==> src/rtl/addsub_share_ctrl.sv <==
// addsub_share_ctrl
// Two-requester controller that time-shares one signed add/subtract
// datapath. Requests are arbitrated round-robin in IDLE. The accepted
// operands are latched and evaluated in EXEC. The registered result is held
// in RESP until the owning requester takes it.
//
// Parameters:
//   WIDTH  - operand/result width (two's complement)
//   SAT_EN - 1: saturate RSP_Y on signed overflow, 0: wrap
//   CNT_W  - width of the completed-operation counter
//
// Ports:
//   CLK, RST                  - clock, synchronous active-high reset
//   REQx_VALID/SEL/A/B        - request x: operation valid, 0=A+B / 1=A-B, operands
//   REQx_READY                - request x accepted this cycle (IDLE only)
//   RSPx_VALID / RSPx_READY   - result owned by requester x / requester x takes it
//   RSP_Y, RSP_OF             - registered result and signed-overflow flag
//   BUSY                      - high in EXEC and RESP
//   OP_CNT                    - completed-operation count (wraps)
module addsub_share_ctrl #(
    parameter int WIDTH  = 6,
    parameter bit SAT_EN = 1'b0,
    parameter int CNT_W  = 8
) (
    input  logic             CLK,
    input  logic             RST,
    input  logic             REQ0_VALID,
    input  logic             REQ0_SEL,
    input  logic [WIDTH-1:0] REQ0_A,
    input  logic [WIDTH-1:0] REQ0_B,
    output logic             REQ0_READY,
    input  logic             REQ1_VALID,
    input  logic             REQ1_SEL,
    input  logic [WIDTH-1:0] REQ1_A,
    input  logic [WIDTH-1:0] REQ1_B,
    output logic             REQ1_READY,
    output logic             RSP0_VALID,
    output logic             RSP1_VALID,
    input  logic             RSP0_READY,
    input  logic             RSP1_READY,
    output logic [WIDTH-1:0] RSP_Y,
    output logic             RSP_OF,
    output logic             BUSY,
    output logic [CNT_W-1:0] OP_CNT
);

    typedef enum logic [1:0] {
        S_IDLE,
        S_EXEC,
        S_RESP
    } state_t;

    state_t             state, state_nxt;
    logic               prio;
    logic               owner;
    logic               op_sel;
    logic [WIDTH-1:0]   op_a;
    logic [WIDTH-1:0]   op_b;
    logic               rsp0_valid;
    logic               rsp1_valid;
    logic [WIDTH-1:0]   rsp_y;
    logic               rsp_of;
    logic [CNT_W-1:0]   op_cnt;

    logic               grant_any;
    logic               grant_id;
    logic               owner_ready;

    logic [WIDTH-1:0]   bx;
    logic [WIDTH:0]     sum;
    logic               of_calc;
    logic [WIDTH-1:0]   y_calc;

    localparam logic [WIDTH-1:0] MAX_POS = {1'b0, {(WIDTH-1){1'b1}}};
    localparam logic [WIDTH-1:0] MIN_NEG = {1'b1, {(WIDTH-1){1'b0}}};

    // Grant: a lone valid requester always wins; a tie goes to PRIO.
    assign grant_any   = REQ0_VALID | REQ1_VALID;
    assign grant_id    = (REQ0_VALID & REQ1_VALID) ? prio : REQ1_VALID;
    assign owner_ready = owner ? RSP1_READY : RSP0_READY;

    // Shared adder: subtraction as A + ~B + 1. The carry-out (sum[WIDTH]) is unused.
    assign bx      = op_sel ? ~op_b : op_b;
    assign sum     = {1'b0, op_a} + {1'b0, bx} + {{WIDTH{1'b0}}, op_sel};
    assign of_calc = (~op_a[WIDTH-1] & ~bx[WIDTH-1] &  sum[WIDTH-1]) |
                     ( op_a[WIDTH-1] &  bx[WIDTH-1] & ~sum[WIDTH-1]);

    always_comb begin
        y_calc = sum[WIDTH-1:0];
        if (SAT_EN && of_calc) begin
            y_calc = op_a[WIDTH-1] ? MIN_NEG : MAX_POS;
        end
    end

    always_comb begin
        state_nxt  = state;
        REQ0_READY = 1'b0;
        REQ1_READY = 1'b0;
        case (state)
            S_IDLE: begin
                if (grant_any) begin
                    REQ0_READY = ~grant_id;
                    REQ1_READY =  grant_id;
                    state_nxt  = S_EXEC;
                end
            end
            S_EXEC: state_nxt = S_RESP;
            S_RESP: begin
                if (owner_ready) begin
                    state_nxt = S_IDLE;
                end
            end
            default: state_nxt = S_IDLE;
        endcase
    end

    always_ff @(posedge CLK) begin
        if (RST) begin
            state      <= S_IDLE;
            prio       <= 1'b0;
            owner      <= 1'b0;
            op_sel     <= 1'b0;
            op_a       <= '0;
            op_b       <= '0;
            rsp0_valid <= 1'b0;
            rsp1_valid <= 1'b0;
            rsp_y      <= '0;
            rsp_of     <= 1'b0;
            op_cnt     <= '0;
        end else begin
            state <= state_nxt;
            case (state)
                S_IDLE: begin
                    if (grant_any) begin
                        owner  <= grant_id;
                        prio   <= ~grant_id;
                        op_sel <= grant_id ? REQ1_SEL : REQ0_SEL;
                        op_a   <= grant_id ? REQ1_A   : REQ0_A;
                        op_b   <= grant_id ? REQ1_B   : REQ0_B;
                    end
                end
                S_EXEC: begin
                    rsp_y      <= y_calc;
                    rsp_of     <= of_calc;
                    rsp0_valid <= ~owner;
                    rsp1_valid <=  owner;
                end
                S_RESP: begin
                    if (owner_ready) begin
                        rsp0_valid <= 1'b0;
                        rsp1_valid <= 1'b0;
                        op_cnt     <= op_cnt + 1'b1;
                    end
                end
                default: ;
            endcase
        end
    end

    assign RSP0_VALID = rsp0_valid;
    assign RSP1_VALID = rsp1_valid;
    assign RSP_Y      = rsp_y;
    assign RSP_OF     = rsp_of;
    assign BUSY       = (state != S_IDLE);
    assign OP_CNT     = op_cnt;

endmodule

==> config.mk <==
export PLATFORM = sky130hd
export DESIGN_NAME = addsub_share_ctrl
export DESIGN_NICKNAME = d
export VERILOG_FILES = /design/src/rtl/addsub_share_ctrl.sv
export SDC_FILE = /design/constraint.sdc
export NUM_CORES = 1
export LEC_CHECK = 0
export ABC_CLOCK_PERIOD_IN_PS = 2100
export CAP_MARGIN = 20
export CORE_ASPECT_RATIO = 1.1
export CORE_MARGIN = 1.5
export CORE_UTILIZATION = 25
export DETAILED_ROUTE_END_ITERATION = 6
export GPL_ROUTABILITY_DRIVEN = 0
export HOLD_SLACK_MARGIN = 0.02
export PLACE_DENSITY = 0.49
export SLEW_MARGIN = 10
export SYNTH_ARGS = -nofsm -noshare
export SYNTH_HDL_FRONTEND = slang
export SYNTH_SLANG_ARGS = --single-unit
==> constraint.sdc <==
create_clock -name CLK -period 2.1 [get_ports CLK]
set_clock_uncertainty 0.05 [all_clocks]
set_input_delay 0.42 -clock CLK [delete_from_list [all_inputs] [get_ports CLK]]
set_output_delay 0.42 -clock CLK [all_outputs]
set_load 0.02 [all_outputs]
==> impl_metrics.toml <==
[run_status]
outcome = "finished, final reports clean"

[layout]
mostFrequentLayoutCell = "clkdlybuf4s50_1"
post-route-util = 0.388
stdcell_count = 347
final_cell_mix = "clkdlybuf4s50_1 (48), dfxtp_1 (33), nor2_1 (29)"
drive_gt1_frac = 0.166
synthToLayoutAreaGrowth_pct = 50.7
design_area_sq_um = 2560
nets = 304
n_antenna_cell = 0

[setup_path]
worst_setup_path_end_kind = "flop"
r2r_cells = 8
max_stage_delay_ns = 0.35
rrSetupSlack_ns = 0.04
critPathMaxFanout = 5
worstSetupPathDepth = 8
cp-start-kind = "flop"
startpoint = "op_sel"
path_buf_inv = 1
worstSetupEndpoint = "RSP_OF"
worst_r2r_endpoint = "RSP_OF"
required_ns = 2.20
cp_slowest_cell = "ha_1"
crit_family = "compound AO/OA/AOI/OAI gates"
r2r-start = "op_sel"
worstSetupPathType = "flop to flop"
critical_path_arrival_ns = 2.17
cp_cell_sequence = "buf_6, xor2_1, ha_1, nand4_1, o22a_1, a211oi_4, mux2i_1, a211oi_2"

[yosys]
syn_nets = 233
postSynthAreaPerCell_sq_um = 8.79
syn_area_sq_um = 1700
yosysSeqAreaShare = 0.401
synth-seq-cells = 34
syn_inst = 193
yosysUniqueCellTypes = 35
yosysWarnings = 0

[grt]
track_usage = 0.108
antenna_found_initial = 0
grt_max_degree = 35
grt_pass1_vias = 1457
grt_pass1_wl_mm = 6.06
overflow = 0

[clock_tree]
cts_made_buffers = 5
path_clk_slew_ns = 0.07
root_buffer = "clkbuf_8"
clk_latency_ns = 0.28
clockBufferDepth = 2
tritoncts = "built"
h-tree-depth = 2
hold_buffers = 0
clock-sinks = 34

[sta]
post-route-period-util = 0.982
finalSetupViolCount = 0
fin_tns_setup_ns = 0
period_minus_slack_ns = 2.06
hold_viol_final = 0
rsz0062_at_grt = "true"
drv_slew = 0
slew_headroom = 0.757
worst_slack_ns = 0.0374
tightest_slew_ns = 0.364
fmax_mhz = 485

[run]
drv_cap = 0

[power]
leakagePower_nw = 1.06
ir_worst_vdd_mv = 0.274
p_per_area_nw_per_um2 = 729

[floorplanning]
die_h_um = 89.4
rows = 31
die_x_um = 81.5
die_area_sq_um = 7290
start_util = 0.257
pin_count = 52
core_area_sq_um = 6590

[hold_path]
min_path_type = "flop to flop"

[placement]
dp_hpwl_mm = 2.89
port_buffers = 51
dp.cells = 337
pre_cts_slack_ns = -0.317
detailed_place.area_sq_um = 2420

[routing]
routed_via_density = 4.31
drcViolationCount = 0
via_count = 1496
drt.antenna.violating_nets = 0
first_pass_iters = 4
first_iter_violations = 33
wl_per_cell_um = 10.5
wl_mm = 3.65
[state kept, by name (all words and copies together) (netlist names)]
signal / flops
OP_CNT: 8
RSP0_VALID: 1
RSP1_VALID: 1
RSP_OF: 1
RSP_Y: 6
op_a: 6
op_b: 6
op_sel: 1
owner: 1
prio: 1
state: 2
[kinds of logic after synthesis]
logic type / Yosys count / share of synthesized area
buffers and inverters: 18 / 0.0479
xor gates and xnor gates: 14 / 0.0723
DFF: 34 / 0.401
and+or+nand+nor: 67 / 0.181
AOI/OAI and AO/OA: 39 / 0.155
adders and majority gates: 8 / 0.0634
muxes: 13 / 0.0789
[cell usage after synthesis, drive strengths merged]
cell type  number  area (sq um)
and3            1          6.26
a22oi           3          22.5
nor2b           2          12.5
nor2           30           120
ha              7          87.6
nand3           4          20.0
a211oi         14           115
a21oi          12          60.1
nand2b          2          12.5
dfxtp          34           681
clkbuf          7          26.3
o21ai           5          25.0
nand4           3          18.8
nand3b          2          15.0
and2            2          13.8
nand2          15          56.3
xnor2           3          26.3
nor3            4          20.0
or2             2          12.5
o21a            1          7.51
fa              1          20.0
buf             4          28.8
a2bb2oi         1          8.76
o22a            2          17.5
inv             7          26.3
mux2i          13           134
o22ai           1          6.26
xor2           11          96.3
[report_power, final]
| group | total (mW) | leakage, nW | switching, mW | internal (mW) |
|---|---|---|---|---|
| sequential | 0.743 | 0.279 | 0.0393 | 0.704 |
| clock | 0.488 | 0.0482 | 0.223 | 0.264 |
| combinational | 0.632 | 0.736 | 0.288 | 0.344 |
[stage by stage]
| step | total power, mW | hold WS [ns] |
|---|---|---|
| after global routing | 2.00 | 0.414 |
| after CTS | 1.88 | 0.404 |
| after global placement | 1.36 | 0.391 |
| after detailed placement | 1.37 | 0.394 |
| after floorplan | 1.11 | 0.393 |
| final | 1.86 | 0.399 |
[worst register-to-register path, delay by kind of cell (launching register included)]
kind	cells	cell delay (ns)
xor+xnor	1	0.16
fa+ha+maj	1	0.35
compound gates	3	0.55
mux	1	0.25
buf+inv	1	0.12
simple gates	1	0.13
flops	1	0.33
[layout make-up]
class	instances	area, sq um
fillers	707	4040
multi-input cells	141	961
repair buffers	75	693
flip-flops and latches	34	682
well taps	82	103
clock buffers	7	86.3
inverters	7	26.3
clock inverters	1	5.00
[per-layer routing]
metal | up-vias | GRT usage | share of wire
met2 | 39 | 0.184 | 0.48
met4 | 0 | 0.0423 | 0.015
met3 | 6 | 0.0276 | 0.050
met5 | - | 0 | 0
li1 | 811 | - | -
met1 | 640 | 0.129 | 0.45
[how the worst min path moves through the flow]
stage / start / end / slack [ns] / cells past startpoint
4_1_cts: RSP_Y[2] / RSP_Y[2] / 0.40 / 2
3_5_place_dp: RSP_Y[2] / RSP_Y[2] / 0.39 / 2
2_1_floorplan: op_b[3] / op_b[3] / 0.39 / 2
5_1_grt: RSP_Y[2] / RSP_Y[2] / 0.41 / 2
3_3_place_gp: RSP_Y[2] / RSP_Y[2] / 0.39 / 2
6_report: RSP_Y[2] / RSP_Y[2] / 0.40 / 2
[repair_timing]
item / in CTS / in global routing
pin swaps: 5 / 2
gates resized for setup: 7 / 7
setup endpoints to repair: 3 / 5
buffers inserted: 2 / 0
hold endpoints to repair: 0 / 0
Note: power is estimated with default switching activity, not from simulation.
==> RTL edit 1 (same flow settings) <==
The parameter `WIDTH` goes from 6 to 12.
--- a/src/rtl/addsub_share_ctrl.sv
+++ b/src/rtl/addsub_share_ctrl.sv
@@ -18,7 +18,7 @@
 //   BUSY                      - high in EXEC and RESP
 //   OP_CNT                    - completed-operation count (wraps)
 module addsub_share_ctrl #(
-    parameter int WIDTH  = 6,
+    parameter int WIDTH  = 12,
     parameter bit SAT_EN = 1'b0,
     parameter int CNT_W  = 8
 ) (
Ports: changed (5 resized); port bits go from 52 to 82. No check against the original RTL was run, so the function may have changed too.
==> RTL edit 1 against the unedited design <==
The flow now finishes with violations (setup timing). Synthesized cell count grew 69%. Sequential cell count is 18 higher. Power is 90% higher. Area after synthesis rose by 63%. Wire length grew 120%. Maximum frequency decreased by 17%. Highest routed layer unchanged. Sequential power increased by 56%. Cell area grew 76%. Setup slack lost 0.41 ns. Non-clock buffer count is 58 higher.
==> RTL edit 1: results (changes against the unedited design) <==
{
  "static-leakage-power": {"value": 1.813, "unit": "nW", "change": "+70%"},
  "worst_slack": {"value": -0.3764, "unit": "ns", "change": "-0.4138 ns"},
  "cts-root-buf": {"value": "sky130_fd_sc_hd__clkbuf_16"},
  "hp_start": {"value": "RSP_Y[7]"},
  "ir_drop": {"value": 394.4, "unit": "uV", "change": "+44%"},
  "crit_path_max_fanout": {"value": 3, "change": "-2"},
  "cts_resized": {"value": 21, "change": "+14"},
  "placedCellCount": {"value": 579, "change": "+72%"},
  "nonClkBufAreaFrac": {"value": 27.16, "unit": "%", "change": "+0.044 points"},
  "postCtsSetupRepairBufs": {"value": 5, "change": "+3"},
  "arrival": {"value": 2.61, "unit": "ns", "change": "+0.44 ns"},
  "status": {"value": "finished with violations"},
  "multi_input_cells": {"value": 246, "change": "+74%"},
  "n_all_buffers": {"value": 133, "change": "+77%"},
  "layout-drive-gt1-share": {"value": 21.83, "unit": "%", "change": "+5.2 points"},
  "post_synth_most_frequent_cells": {"value": "sky130_fd_sc_hd__dfxtp_1, sky130_fd_sc_hd__nor2_1, sky130_fd_sc_hd__a21oi_1"},
  "vias_per_cell": {"value": 4.557, "change": "+5.7%"},
  "grtUsageTotal": {"value": 14.09, "unit": "%", "change": "+3.3 points"},
  "reg2reg_depth": {"value": 10, "change": "+2"},
  "final_net_count": {"value": 518, "change": "+70%"},
  "area_taken_by_multi_input_logic_gates": {"value": 1813, "unit": "sq um", "change": "+89%"},
  "grt_pass1_vias": {"value": 2750, "change": "+89%"},
  "port_buffers": {"value": 81, "change": "+59%"},
  "seq_cell_count": {"value": 52, "change": "+53%"},
  "yosysUniqueCellTypes": {"value": 48, "change": "+37%"},
  "first_pass_grt_wire_length": {"value": 12900, "unit": "microns", "change": "+110%"},
  "placed_area": {"value": 4035, "unit": "sq um", "change": "+67%"},
  "violations": {"value": "setup timing"},
  "clock_cell_area_share": {"value": 4.211, "unit": "%", "change": "+0.64 points"},
  "seqAreaFraction": {"value": 23.28, "unit": "%", "change": "-3.4 points"},
  "detailroute.via_count": {"value": 2716, "change": "+82%"},
  "post-route-util": {"value": 41.31, "unit": "%", "change": "+2.5 points"},
  "mappedNetlistNets": {"value": 396, "change": "+70%"},
  "setup_viol_count_final": {"value": 5, "change": "+5"},
  "layout.clock_buffers": {"value": 6, "change": "-1"},
  "num-nonclk-inverters": {"value": 10, "change": "+3"},
  "seq_area_frac_synth": {"value": 37.60, "unit": "%", "change": "-2.5 points"},
  "pin_count_of_the_biggest_net_entering_global_routing": {"value": 33, "change": "-5.7%"}
}
-- RTL edit 1: changes by cell type after synthesis, sizes merged, moves of 4 or more --
cell and delta:
nor2 +7, a22oi +10, a21oi +20, clkbuf +4, ha +6, dfxtp +18
mux2i +4, xor2 +6, nand3 +5, o21ai +9, nand2 +15
-- RTL edit 1: power breakdown --
group          internal [mW]  total [mW]  switching [mW]
Combinational          0.711        1.33           0.621
Sequential              1.09        1.16          0.0782
Clock                  0.684        1.05           0.366
Total                   2.48        3.54            1.07
-- RTL edit 1: layer usage --
layer	up-vias	track usage, %	routed length [microns]
li1	1401	-	-
met1	1257	17.53	3488
met2	53	25.14	4061
met3	5	2.267	319
met4	0	3.243	40
met5	-	0	0
-- RTL edit 1: critical path, stage by stage, from the launching register on --
cell                      delay [ns]
sky130_fd_sc_hd__dfxtp_4        0.37
sky130_fd_sc_hd__buf_12         0.13
sky130_fd_sc_hd__xor2_1         0.19
sky130_fd_sc_hd__ha_2           0.31
sky130_fd_sc_hd__o21ai_2        0.12
sky130_fd_sc_hd__a21oi_2        0.08
sky130_fd_sc_hd__buf_4          0.13
sky130_fd_sc_hd__and4b_1        0.19
sky130_fd_sc_hd__or4b_4         0.55
sky130_fd_sc_hd__mux2i_1        0.17
sky130_fd_sc_hd__a21oi_1        0.08
-- RTL edit 1: logic make-up (layout without fill, tap and decap cells) --
group,Yosys count,count (layout),share of synthesized area [%]
simple gates,106,106,18.44
compound gates,87,87,20.02
buf+inv,28,151,4.021
flops,52,52,37.60
xor+xnor,21,21,6.642
mux,18,18,6.687
fa+ha+maj,14,14,6.598
==> RTL edit 2 (same flow settings) <==
Without the edit above. Make the reset (`RST`) asynchronous in one clocked block. Comments in the files are not updated.
--- a/src/rtl/addsub_share_ctrl.sv
+++ b/src/rtl/addsub_share_ctrl.sv
@@ -114,7 +114,7 @@
         endcase
     end
 
-    always_ff @(posedge CLK) begin
+    always_ff @(posedge CLK or posedge RST) begin
         if (RST) begin
             state      <= S_IDLE;
             prio       <= 1'b0;
Function: differs if RST is asserted again (counterexample within 4 cycles, from zero or initial values and one cycle with RST high); with RST held inactive, the same outputs for 10 cycles.
==> RTL edit 2 against the unedited design <==
Area after synthesis increased by 4.6%. Core utilization decreased by 2.1 points. Sequential share of layout area increased by 6.9 points. Cell area decreased by 0.69%. Sequential cell count unchanged. Cell count decreased by 7.8%. Wire length increased by 0.90%. Setup slack improved by 0.050 ns. First-iteration DRC count increased by 120%. Critical endpoint is now RSP_OF.
Power is not compared: it rests on default switching activity, and its combinational part moved more than twofold at a synthesized area within 25%.
==> RTL edit 2: results (changes against the unedited design) <==
{
  "yosys_most_used_dff": {"value": "sky130_fd_sc_hd__dfrtp_1"},
  "seq_area_frac_synth": {"value": 47.92, "unit": "%", "change": "+7.8 points"},
  "final_net_count": {"value": 274, "change": "-9.9%"},
  "post-dp-hpwl": {"value": 2824, "unit": "microns", "change": "-2.1%"},
  "synth-async-reset-ratio": {"value": 100.0, "unit": "%", "change": "+100 points"},
  "muxShareOfSynthArea": {"value": 6.977, "unit": "%", "change": "-0.91 points"},
  "placed_area": {"value": 2416, "unit": "sq um", "change": "-0.15%"},
  "yosys.area_share.xor_xnor": {"value": 7.400, "unit": "%", "change": "+0.17 points"},
  "drt_pass1_iterations": {"value": 3, "change": "-1"},
  "number_of_fillers_in_the_final_layout": {"value": 727, "change": "+2.8%"},
  "crit_path_max_fanout": {"value": 7, "change": "+2"},
  "clkSlewWorstSetupHoldPaths": {"value": 0.07, "unit": "ns", "change": "about the same"},
  "mappedNetlistNets": {"value": 212, "change": "-9.0%"},
  "synthTopCellsByArea": {"value": "sky130_fd_sc_hd__dfrtp_1, sky130_fd_sc_hd__nand2_1, sky130_fd_sc_hd__mux2i_1"},
  "slowest_delay": {"value": 0.49, "unit": "ns", "change": "+0.14 ns"},
  "static-leakage-power": {"value": 1.157, "unit": "nW"},
  "grt_pass1_vias": {"value": 1408, "change": "-3.4%"},
  "timing_worst_slew_pin_value": {"value": 0.4713, "unit": "ns", "change": "+0.1071 ns"},
  "ctsLongestPathBuffers": {"value": 2, "change": "unchanged"},
  "synth-compound-area-share": {"value": 12.40, "unit": "%", "change": "-3.1 points"},
  "drt_wl_total": {"value": 3684, "unit": "microns", "change": "+0.90%"},
  "status": {"value": "complete, no violations"},
  "pre_cts_slack": {"value": -0.3606, "unit": "ns", "change": "-0.04374 ns"},
  "drt_first_iter_violations": {"value": 74, "change": "+120%"},
  "power_report.internal_total": {"value": 2.335, "unit": "mW"},
  "grtUsageTotal": {"value": 10.56, "unit": "%", "change": "-0.24 points"},
  "crit_path_top_delay_cell": {"value": "sky130_fd_sc_hd__dfrtp_2"},
  "first_pass_grt_wire_length": {"value": 6582, "unit": "microns", "change": "+8.6%"},
  "fp.dieArea": {"value": 7617, "unit": "sq um", "change": "+4.5%"},
  "detailroute.via_count": {"value": 1371, "change": "-8.4%"},
  "post_synth_most_frequent_cells": {"value": "sky130_fd_sc_hd__dfrtp_1, sky130_fd_sc_hd__nand2_1, sky130_fd_sc_hd__o21ai_0"},
  "post_synth_adder_cell_area": {"value": 6.061, "unit": "%", "change": "-0.28 points"},
  "yosysUniqueCellTypes": {"value": 37, "change": "+5.7%"}
}
==> RTL edit 2: cell types whose count changed in the layout (fill, tap and decap cells not counted), sizes merged, moves of 3 or more <==
cell / delta
dfrtp: +34
dfxtp: -34
nor2: -25
a211oi: -13
o21ai: +12
a21oi: -11
buf: -11
nand2: +10
a221o: +5
and3: +4
mux2i: -4
a22oi: -3
mux2: +3
nand3: -3
==> RTL edit 2: area by class of cell <==
class | count | area, sq um | area share (%)
inverter | 9 | 33.78 | 1.331
timing repair buffer | 62 | 588.1 | 23.16
tap | 85 | 106.4 | 4.189
sequential | 34 | 852.1 | 33.56
clock buffer | 7 | 86.33 | 3.401
clock inverter | 1 | 5.005 | 0.1971
multi-input combinational | 122 | 867.1 | 34.15
==> RTL edit 2: metal layers <==
layer	global-route usage [%]	share of wire, %	vias up
met5	0	0	-
met4	4.167	1.5	0
met3	2.364	3.4	4
met1	14.30	50	617
li1	-	-	718
met2	16.33	45	32
==> RTL edit 2: what timing repair did <==
| item | 4_1_cts | 5_1_grt |
|---|---|---|
| buffers inserted | 0 | 2 |
| gates resized for setup | 7 | 8 |
| pin swaps | 0 | 4 |
| setup endpoints to repair | 2 | 6 |
==> RTL edit 2: worst paths after layout <==
| kind | from | end | slack (ns) | depth (start not counted) |
|---|---|---|---|---|
| max | op_sel | RSP_OF | 0.09 | 6 |
| min | RSP_Y[0] | RSP_Y[0] | 0.42 | 2 |
| max reg2reg | op_sel | RSP_OF | 0.09 | 6 |
| min reg2reg | RSP_Y[0] | RSP_Y[0] | 0.42 | 2 |
| max in group asynchronous | RST | op_sel | 1.17 | 3 |
| min in group asynchronous | RST | OP_CNT[3] | 0.49 | 3 |
==> RTL edit 2: per-stage QoR <==
step | power [mW] | std cells
6_report | 3.919 | 320
5_1_grt | 4.318 | 320
4_1_cts | 3.843 | 318
3_5_place_dp | 3.335 | 310
3_3_place_gp | 3.318 | 310
2_1_floorplan | 2.634 | 172
==> RTL edit 2: power groups by stage <==
stage / clock network, mW / logic, mW / registers [mW]
5_1_grt: 0.542 / 2.55 / 1.23
6_report: 0.500 / 2.24 / 1.18
3_5_place_dp: 0 / 2.14 / 1.19
2_1_floorplan: 0 / 1.36 / 1.28
4_1_cts: 0.522 / 2.14 / 1.18
3_3_place_gp: 0 / 2.13 / 1.19
==> RTL edit 2: logic make-up (layout without fill, tap and decap cells) <==
family,count (synthesis),after routing
xor+xnor,15,15
simple gates,54,54
fa+ha+maj,8,8
flops,34,34
compound gates,33,33
buf+inv,16,79
mux,12,12
